[src/rtl/lap_pkg.sv]
// Shared lap-memory definitions used by the counter, the lap memory and the readers.
package lap_pkg;

  localparam int LAP_DATA_W = 8;
  localparam int LAP_ADDR_W = 3;

  typedef enum logic [2:0] {
    RD_IDLE,
    RD_ISSUE,
    RD_WAIT,
    RD_PRESENT,
    RD_DONE
  } lap_rd_state_t;

endpackage

[src/rtl/lap_rd_lat_cnt.sv]
// Loadable down-counter that times the read-latency wait of a memory reader.
// tc is high while the count sits at zero.
module lap_rd_lat_cnt
  import lap_pkg::*;
#(
  parameter int W = 2
) (
  input  logic         clk,
  input  logic         rst,
  input  logic         load,
  input  logic [W-1:0] load_val,
  input  logic         en,
  output logic         tc
);

  logic [W-1:0] count;

  // load has priority; otherwise count down to zero and stop there
  always_ff @(posedge clk or negedge rst) begin
    if (!rst) begin
      count <= '0;
    end else if (load) begin
      count <= load_val;
    end else if (en && (count != '0)) begin
      count <= count - 1'b1;
    end
  end

  assign tc = (count == '0);

endmodule

[src/rtl/lap_mem_reader.sv]
// Lap memory read-back: streams recorded entries in address order over a
// valid/ready port, one synchronous memory read per beat.
// Build option: define LAP_READER_DIFF_EN to output split times
// (entry minus previous entry) instead of absolute values.
//
// state      | meaning
// RD_IDLE    | waiting for dump_start
// RD_ISSUE   | one-cycle memory read strobe for entry idx
// RD_WAIT    | waiting RD_LATENCY cycles, capture read data on the last one
// RD_PRESENT | beat held on the output until accepted
// RD_DONE    | one-cycle done pulse
module lap_mem_reader
  import lap_pkg::*;
#(
  parameter int DATA_W     = LAP_DATA_W,
  parameter int ADDR_W     = LAP_ADDR_W,
  parameter int RD_LATENCY = 1
) (
  input  logic              clk,
  input  logic              rst,
  input  logic              dump_start,
  input  logic              abort,
  input  logic [ADDR_W:0]   entry_count,
  output logic              mem_rd_en,
  output logic [ADDR_W-1:0] mem_addr,
  input  logic [DATA_W-1:0] mem_rd_data,
  output logic              out_valid,
  input  logic              out_ready,
  output logic [DATA_W-1:0] out_data,
  output logic [ADDR_W-1:0] out_index,
  output logic              out_last,
  output logic              busy,
  output logic              done
);

  localparam int DEPTH = 2 ** ADDR_W;

  lap_rd_state_t     state, state_next;
  logic [ADDR_W-1:0] idx;
  logic [ADDR_W:0]   cnt;
  logic [ADDR_W:0]   cnt_clamp;
  logic [DATA_W-1:0] data_q;
  logic              lat_load;
  logic              lat_tc;
  logic              handshake;
  logic              is_last;
  logic              start_ok;

  assign cnt_clamp = (entry_count > (ADDR_W+1)'(DEPTH)) ? (ADDR_W+1)'(DEPTH) : entry_count;
  assign handshake = (state == RD_PRESENT) && out_ready;
  assign is_last   = ({1'b0, idx} == (cnt - 1'b1));
  assign start_ok  = (state == RD_IDLE) && dump_start && !abort;

  lap_rd_lat_cnt #(.W(2)) u_lat (
    .clk      (clk),
    .rst      (rst),
    .load     (lat_load),
    .load_val (2'(RD_LATENCY - 1)),
    .en       (state == RD_WAIT),
    .tc       (lat_tc)
  );

  // state register
  always_ff @(posedge clk or negedge rst) begin
    if (!rst) state <= RD_IDLE;
    else      state <= state_next;
  end

  // next-state decode; abort overrides everything and returns to idle
  always_comb begin
    state_next = state;
    lat_load   = 1'b0;
    case (state)
      RD_IDLE:    if (dump_start) state_next = (cnt_clamp == '0) ? RD_DONE : RD_ISSUE;
      RD_ISSUE: begin
        lat_load   = 1'b1;
        state_next = RD_WAIT;
      end
      RD_WAIT:    if (lat_tc) state_next = RD_PRESENT;
      RD_PRESENT: if (out_ready) state_next = is_last ? RD_DONE : RD_ISSUE;
      RD_DONE:    state_next = RD_IDLE;
      default:    state_next = RD_IDLE;
    endcase
    if (abort) state_next = RD_IDLE;
  end

  // dump bookkeeping: latched count, entry index and captured read data
  always_ff @(posedge clk or negedge rst) begin
    if (!rst) begin
      cnt    <= '0;
      idx    <= '0;
      data_q <= '0;
    end else begin
      if (start_ok) begin
        cnt <= cnt_clamp;
        idx <= '0;
      end
      if ((state == RD_WAIT) && lat_tc) data_q <= mem_rd_data;
      if (handshake && !is_last) idx <= idx + 1'b1;
    end
  end

`ifdef LAP_READER_DIFF_EN
  logic [DATA_W-1:0] prev;

  // previous delivered entry, the reference for the split time
  always_ff @(posedge clk or negedge rst) begin
    if (!rst)           prev <= '0;
    else if (start_ok)  prev <= '0;
    else if (handshake) prev <= data_q;
  end

  assign out_data = data_q - prev;
`else
  assign out_data = data_q;
`endif

  assign mem_rd_en = (state == RD_ISSUE);
  assign mem_addr  = idx;
  assign out_valid = (state == RD_PRESENT);
  assign out_index = idx;
  assign out_last  = (state == RD_PRESENT) && is_last;
  assign busy      = (state != RD_IDLE);
  assign done      = (state == RD_DONE);

endmodule

[config.mk]
export PLATFORM = sky130hd
export DESIGN_NAME = lap_mem_reader
export DESIGN_NICKNAME = d
export VERILOG_FILES = /design/src/rtl/lap_pkg.sv /design/src/rtl/lap_rd_lat_cnt.sv /design/src/rtl/lap_mem_reader.sv
export SDC_FILE = /design/constraint.sdc
export NUM_CORES = 1
export LEC_CHECK = 0
export BUFFER_PORTS_ARGS = -buffer_cell sky130_fd_sc_hd__buf_4
export CORE_MARGIN = 3
export CORE_UTILIZATION = 40
export DETAILED_ROUTE_END_ITERATION = 12
export PLACE_DENSITY = 0.66
export SETUP_SLACK_MARGIN = 0.4
export SLEW_MARGIN = 15
export SYNTH_ARGS = -nofsm -noshare
export SYNTH_HDL_FRONTEND = slang
export SYNTH_SLANG_ARGS = --single-unit
[constraint.sdc]
create_clock -name clk -period 2.3 [get_ports clk]
set_clock_uncertainty 0.1 [all_clocks]
set_input_delay 0.46 -clock clk [delete_from_list [all_inputs] [get_ports clk]]
set_output_delay 0.46 -clock clk [all_outputs]
set_load 0.1 [all_outputs]
==> implementation parameters, run 1 <==
Parameter                              Value

Status
  Status    finished with violations
  Violated checks    negative setup slack

Critical path
  Peak fanout along the critical path    4
  FF-to-FF setup slack    0.16 ns
  Worst reg2reg path startpoint    cnt[0]$_DFFE_PN0P_
  Signal arrival time at the worst endpoint    1.90 ns
  R2R depth    9
  Peak per-stage delay on the critical path    0.42 ns
  Critical Path, Cell by Cell    buf_6 > buf_6 > or3_4 > a31oi_4 > a2111oi_4 > and2_4 > buf_12
  Critical path type    reg2out
  Cell with the largest stage delay on the worst path    sky130_fd_sc_hd__dfrtp_1
  Startpoint types    flip-flop
  Critical R2R Capture    mem_addr[2]$_DFFE_PN0P_
  Critical Path Sink Type    output port
  Cell type with the highest occurrence count on the critical path    sky130_fd_sc_hd__buf_6
  Data required time at the worst endpoint    1.74 ns

Synthesis
  Ranking of synthesized cells by instance count    sky130_fd_sc_hd__dfrtp_1, sky130_fd_sc_hd__mux2_2, sky130_fd_sc_hd__nand2_1, sky130_fd_sc_hd__o21ai_0, sky130_fd_sc_hd__inv_1
  Mean Syn Cell Area    10.4 µm²
  Library cells used by synthesis    38
  EDFF count, synth    0
  Fraction of synthesized cell area taken by the top area cell type    46.1%
  Area of the mapped netlist    1090 µm²
  Proportion of synthesized chip area in sequential cells    46.1%
  Cell type with the largest total area after synthesis    sky130_fd_sc_hd__dfrtp_1
  Ys flop type    sky130_fd_sc_hd__dfrtp_1
  Count of mapped cells out of synthesis    104
  Syn_nets    124
  Synth Register Bits    20
  Top post-synthesis cells by area    sky130_fd_sc_hd__dfrtp_1, sky130_fd_sc_hd__mux2_2, sky130_fd_sc_hd__o21ai_0
  Post-synth ARST share    100%
  Total of warnings raised by yosys    0
  Dominant cell by count in the synthesized netlist    sky130_fd_sc_hd__dfrtp_1

Detailed routing
  Number of vias after detailed routing    990
  Via density    5.29
  Routed len/inst    14.7 µm
  DRC Markers    0
  Number of violations reported at the end of detailed-routing iteration 0    28
  Initial DRT Pass Iterations    4
  Final routed wirelength across all metal layers    2.75 mm
  Post-route antenna net violation count    0

Clock tree
  Clock buffer depth    2
  CTS H-tree depth    1
  Clock tree from TritonCTS    yes
  Clock-pin transition on the worst setup and hold timing paths    0.12 ns
  Clock sinks    20
  Cts bufs inserted    3
  Clock root buffer    sky130_fd_sc_hd__clkbuf_4
  Later-pin clock latency in the skew report    0.30 ns

Hold path
  Worst min-delay path category    in2reg
  Beginning of the worst hold path    mem_rd_data[7]
  Destination of the worst hold path    out_data[7]$_DFFE_PN0P_
  Count of cells along the worst hold path    2

Timing
  Max Clk Rate    406 MHz
  Final period utilization    107%
  Slew at the pin closest to its max-slew limit    0.558 ns
  Final Hold Viols    0
  Worst slew margin relative to its limit    62.5%
  Worst path setup slack after routing    -0.164 ns
  Final-report max-slew violation count    0
  Time the final worst path needs with I/O delays and setup    2.46 ns
  Setup repair after global routing missed its margin    true
  Count of final setup violators    1

Cells and area
  Area Growth Syn to Fin    62.0%
  Nets@finish    178
  Diode count    0
  Filler instances    196
  Share of cells above drive strength 1    58.6%
  Post-route design area    1760 µm²

Placement
  Placer Congestion    0.700
  Placed Area    1430 µm²
  Minimum setup slack after placement    0.0549 ns
  I/O Buffers    35
  Detailed placement HPWL    1.71 mm

Global routing
  Via count of the first global-routing pass    962
  Number of antenna violations at the first check in global routing    0
  Grt total ovfl    0
  Maximum number of pins on one net before global-route repair    21
  Tot GR Track Use    16.9%
  First-pass GRT wire length    4.37 mm

Floorplan
  Chip Height    58.1 µm
  Die Outline Area    3380 µm²
  Core Rows    18
  Count of boundary I/O pins    36
  Initial standard-cell utilization of the core    43.1%
  Die width    58.1 µm
  Floorplan core area    2520 µm²

Power and ir drop
  Peak ir drop on the vdd network    0.00123 V
  Total power per unit cell area    1220 nW/µm²
  Leakage dissipation    0.770 nW

Flow run
  Max_cap viols    0
==> cell usage in the layout (no fill, tap or decap), types with 2 or more instances in the layout <==
| cell type | netlist | layout |
|---|---|---|
| sky130_fd_sc_hd__inv_2 | 1 | 4 |
| sky130_fd_sc_hd__mux2_2 | 9 | 9 |
| sky130_fd_sc_hd__nand2_1 | 9 | 9 |
| sky130_fd_sc_hd__buf_12 | 0 | 5 |
| sky130_fd_sc_hd__clkbuf_4 | 0 | 3 |
| sky130_fd_sc_hd__inv_1 | 7 | 4 |
| sky130_fd_sc_hd__dfrtp_2 | 0 | 4 |
| sky130_fd_sc_hd__buf_4 | 3 | 39 |
| sky130_fd_sc_hd__nand2b_1 | 5 | 5 |
| sky130_fd_sc_hd__nor4_1 | 3 | 3 |
| sky130_fd_sc_hd__dfrtp_1 | 20 | 15 |
| sky130_fd_sc_hd__o21ai_0 | 8 | 6 |
| sky130_fd_sc_hd__nor2_1 | 4 | 4 |
| sky130_fd_sc_hd__buf_6 | 0 | 10 |
| sky130_fd_sc_hd__nor3b_4 | 0 | 3 |
| sky130_fd_sc_hd__ha_1 | 3 | 2 |
| sky130_fd_sc_hd__a21oi_1 | 2 | 2 |
==> flip-flops by register name (all words and copies together) (netlist names) <==
name and count:
mem_addr 3, state 3, cnt 4, u_lat.count 2
out_data 8
==> routing by layer <==
| layer | vias to the layer above | track usage (%) | part of all wire (%) |
|---|---|---|---|
| li1 | 472 | - | - |
| met1 | 476 | 21.7 | 43 |
| met2 | 38 | 27.6 | 48 |
| met3 | 4 | 3.34 | 6.9 |
| met4 | 0 | 7.28 | 1.3 |
| met5 | - | 0 | 0 |
==> final cells by class <==
cell class | count | area [µm²] | share of cell area, %
Tap cell | 30 | 37.5 | 2.13
Clock buffer | 4 | 26.3 | 1.49
Inverter | 8 | 30.0 | 1.71
Sequential cell | 20 | 509 | 28.9
Multi-Input combinational cell | 70 | 641 | 36.4
Timing Repair Buffer | 55 | 515 | 29.3
==> logic make-up (layout without fill, tap and decap cells) <==
| family | after synthesis | after routing | synth area share, % |
|---|---|---|---|
| AO/OA/AOI/OAI | 22 | 22 | 14.7 |
| AND/OR/NAND/NOR | 32 | 32 | 17.1 |
| flip-flops | 20 | 20 | 46.1 |
| buffers and inverters | 14 | 67 | 5.99 |
| multiplexers | 10 | 10 | 10.3 |
| XOR/XNOR | 3 | 3 | 2.42 |
| adder cells (fa/ha/maj) | 3 | 3 | 3.46 |
==> worst max-delay path by stage <==
stage	end	startpoint	depth (start not counted)	slack (ns)
floorplan	out_last	state[2]$_DFFE_PN0P_	3	-0.18
global placement	out_last	cnt[1]$_DFFE_PN0P_	6	0.09
detailed placement	out_last	cnt[1]$_DFFE_PN0P_	6	0.05
CTS	out_last	cnt[0]$_DFFE_PN0P_	7	-0.16
global route	out_last	cnt[0]$_DFFE_PN0P_	6	-0.23
finish	out_last	cnt[0]$_DFFE_PN0P_	7	-0.16
==> timing repair <==
action,CTS,global route
cloned,0,0
setup endpoints to repair,9,10
hold buffers,1,0
setup buffers,10,4
gates resized for setup,28,16
hold endpoints to repair,20,0
pin swaps,9,10
==> worst max-delay path: cells and delay by family (launching register included) <==
kind | cells | cell delay [ns]
simple gates | 2 | 0.56
flops | 1 | 0.42
buf+inv | 3 | 0.39
compound gates | 2 | 0.23
==> power breakdown <==
part	leakage, nW	switching, W	internal (W)
Combinational	0.508	0.000994	0.000449
Sequential	0.247	0.0000764	0.000458
Clock	0.0150	0.000108	0.0000675
==> per-stage QoR <==
stage	power, W	instances	TNS [ns]	hold slack, ns	util, %
2_1_floorplan	0.00151	104	-0.340	0.0644	-
3_3_place_gp	0.00175	168	0	0.257	56.5
3_5_place_dp	0.00176	168	0	0.258	56.5
6_report	0.00215	187	-0.164	0.286	69.7
5_1_grt	0.00225	187	-0.233	0.274	69.7
4_1_cts	0.00209	183	-0.165	0.259	65.9
No activity file was read; power rests on OpenSTA's default activity.
==> run 2, diff against run 1 <==
--- a/config.mk
+++ b/config.mk
@@ -9,8 +9,10 @@
 export CORE_MARGIN = 3
 export CORE_UTILIZATION = 40
 export DETAILED_ROUTE_END_ITERATION = 12
+export GPL_TIMING_DRIVEN = 0
 export PLACE_DENSITY = 0.66
 export SETUP_SLACK_MARGIN = 0.4
+export SKIP_CTS_REPAIR_TIMING = 1
 export SLEW_MARGIN = 15
 export SYNTH_ARGS = -nofsm -noshare
 export SYNTH_HDL_FRONTEND = slang
==> implementation parameters, run 2 (synthesis gave the netlist of run 1 again) <==
Parameter                              Value

Detailed routing
  Initial DRT Pass Iterations    4
  Number of violations reported at the end of detailed-routing iteration 0    32
  Number of vias after detailed routing    984
  Via density    5.15
  Final routed wirelength across all metal layers    2.51 mm
  DRC Markers    0
  Post-route antenna net violation count    0
  Routed len/inst    13.1 µm

Global routing
  Busiest metal layer after global routing    met2
  Grt total ovfl    0
  Met3 GRT Util    4.23%
  First-pass GRT wire length    3.75 mm
  Via count of the first global-routing pass    833
  GRT met2 Usage    21.9%
  Tot GR Track Use    14.5%
  Maximum number of pins on one net before global-route repair    21
  Met1 Resource Use GR    19.8%
  Number of antenna violations at the first check in global routing    0

Critical path
  Critical Path, Cell by Cell    inv_2 > ha_4 > xor2_4 > a31oi_4 > a2111oi_4 > and2_4 > buf_12
  Peak per-stage delay on the critical path    0.44 ns
  Cell with the largest stage delay on the worst path    sky130_fd_sc_hd__dfrtp_2
  Data required time at the worst endpoint    1.74 ns
  Startpoint types    flip-flop
  Signal arrival time at the worst endpoint    2.01 ns
  Peak fanout along the critical path    4
  Depth of the critical timing path with buffers and inverters included    7
  Critical Path Sink Type    output port
  Critical path type    reg2out
  Top Family by Delay on Critical Path    compound AO/OA/AOI/OAI gates
  R2R depth    7
  Sum of buffers and inverters on the critical path    2

Cells and area
  Share of cells above drive strength 1    58.4%
  Flip-flop count of the largest register after layout    8
  Nets@finish    182
  Area Growth Syn to Fin    63.4%
  Diode count    0
  Leading cell type in the layout, fill and taps excluded    sky130_fd_sc_hd__buf_4
  Sequential cell area    509 µm²
  Leading cell types in the layout, fill and taps excluded    sky130_fd_sc_hd__buf_4, sky130_fd_sc_hd__dfrtp_1, sky130_fd_sc_hd__nand2_1, sky130_fd_sc_hd__mux2_2, sky130_fd_sc_hd__o21ai_0
  Multi-input logic area    627 µm²
  Filler instances    185
  Post-route design area    1770 µm²

Timing
  Max Clk Rate    389 MHz
  Slew at the pin closest to its max-slew limit    0.523 ns
  Time the final worst path needs with I/O delays and setup    2.57 ns
  Final-report max-slew violation count    0
  Worst path setup slack after routing    -0.274 ns
  Final period utilization    112%
  Final hold slack    0.252 ns
  Worst slew margin relative to its limit    64.8%
  Final Hold Viols    0
  Setup repair after global routing missed its margin    true
  Count of final setup violators    1
  Final-layout setup total negative slack    -0.274 ns

Status
  Status    finished with violations
  Violated checks    negative setup slack

Placement
  Placed Area    1440 µm²
  Placer Congestion    0.695
  I/O Buffers    35
  Minimum setup slack after placement    -0.186 ns
  Detailed placement HPWL    1.74 mm

Clock tree
  Clock root buffer    sky130_fd_sc_hd__clkbuf_4
  Clock buffer depth    2
  Clock-pin transition on the worst setup and hold timing paths    0.12 ns
  Cts bufs inserted    3
  Clock sinks    20
  Later-pin clock latency in the skew report    0.30 ns
  CTS H-tree depth    1
  Clock tree from TritonCTS    yes

Floorplan
  Die Outline Area    3380 µm²
  Chip Height    58.1 µm
  Core Rows    18
  Floorplan core area    2520 µm²
  Die width    58.1 µm
  Count of boundary I/O pins    36
  Initial standard-cell utilization of the core    43.1%

Power and ir drop
  Peak ir drop on the vdd network    0.00109 V
  Leakage dissipation    0.787 nW
  Total power per unit cell area    1220 nW/µm²

Flow run
  Max_cap viols    0

Hold path
  Count of cells along the worst hold path    2
  Worst min-delay path category    in2reg
-- run 2: power breakdown --
| part | internal (W) | total (W) | switching (W) |
|---|---|---|---|
| clock | 0.0000965 | 0.000212 | 0.000115 |
| sequential | 0.000459 | 0.000539 | 0.0000802 |
| combinational | 0.000436 | 0.00141 | 0.000971 |
| total | 0.000991 | 0.00216 | 0.00117 |
-- run 2: routing by layer --
layer,share of wire [%],routed length [µm],up-vias
li1,-,-,478
met1,44,1120,458
met2,47,1170,44
met3,8.0,201,4
met4,0.84,21,0
met5,0,0,-
-- run 2: worst paths after layout --
check / slack [ns] / end / from
max in group asynchronous: 1.42 / mem_addr[2]$_DFFE_PN0P_ / rst
worst min-delay path: 0.25 / state[1]$_DFFE_PN0P_ / out_ready
worst min register to register: 0.42 / out_data[3]$_DFFE_PN0P_ / out_data[3]$_DFFE_PN0P_
worst max register to register: 0.31 / mem_addr[2]$_DFFE_PN0P_ / cnt[0]$_DFFE_PN0P_
min in group asynchronous: 0.44 / state[1]$_DFFE_PN0P_ / rst
worst max-delay path: -0.27 / out_last / cnt[0]$_DFFE_PN0P_
-- run 2: area by class of cell --
| type | instances | area share (%) |
|---|---|---|
| Inverter | 8 | 1.69 |
| Tap cell | 30 | 2.12 |
| Sequential cell | 20 | 28.7 |
| Clock buffer | 4 | 2.05 |
| Buffer | 6 | 3.39 |
| Timing Repair Buffer | 53 | 26.7 |
| Multi-Input combinational cell | 70 | 35.3 |
-- run 2: stage by stage --
stage               util (%)  cells  power [W]
floorplan                  -    104    0.00151
CTS                     58.4    173    0.00198
global placement        56.9    169    0.00174
global route            70.3    191    0.00227
detailed placement      56.9    169    0.00176
finish                  70.3    191    0.00216
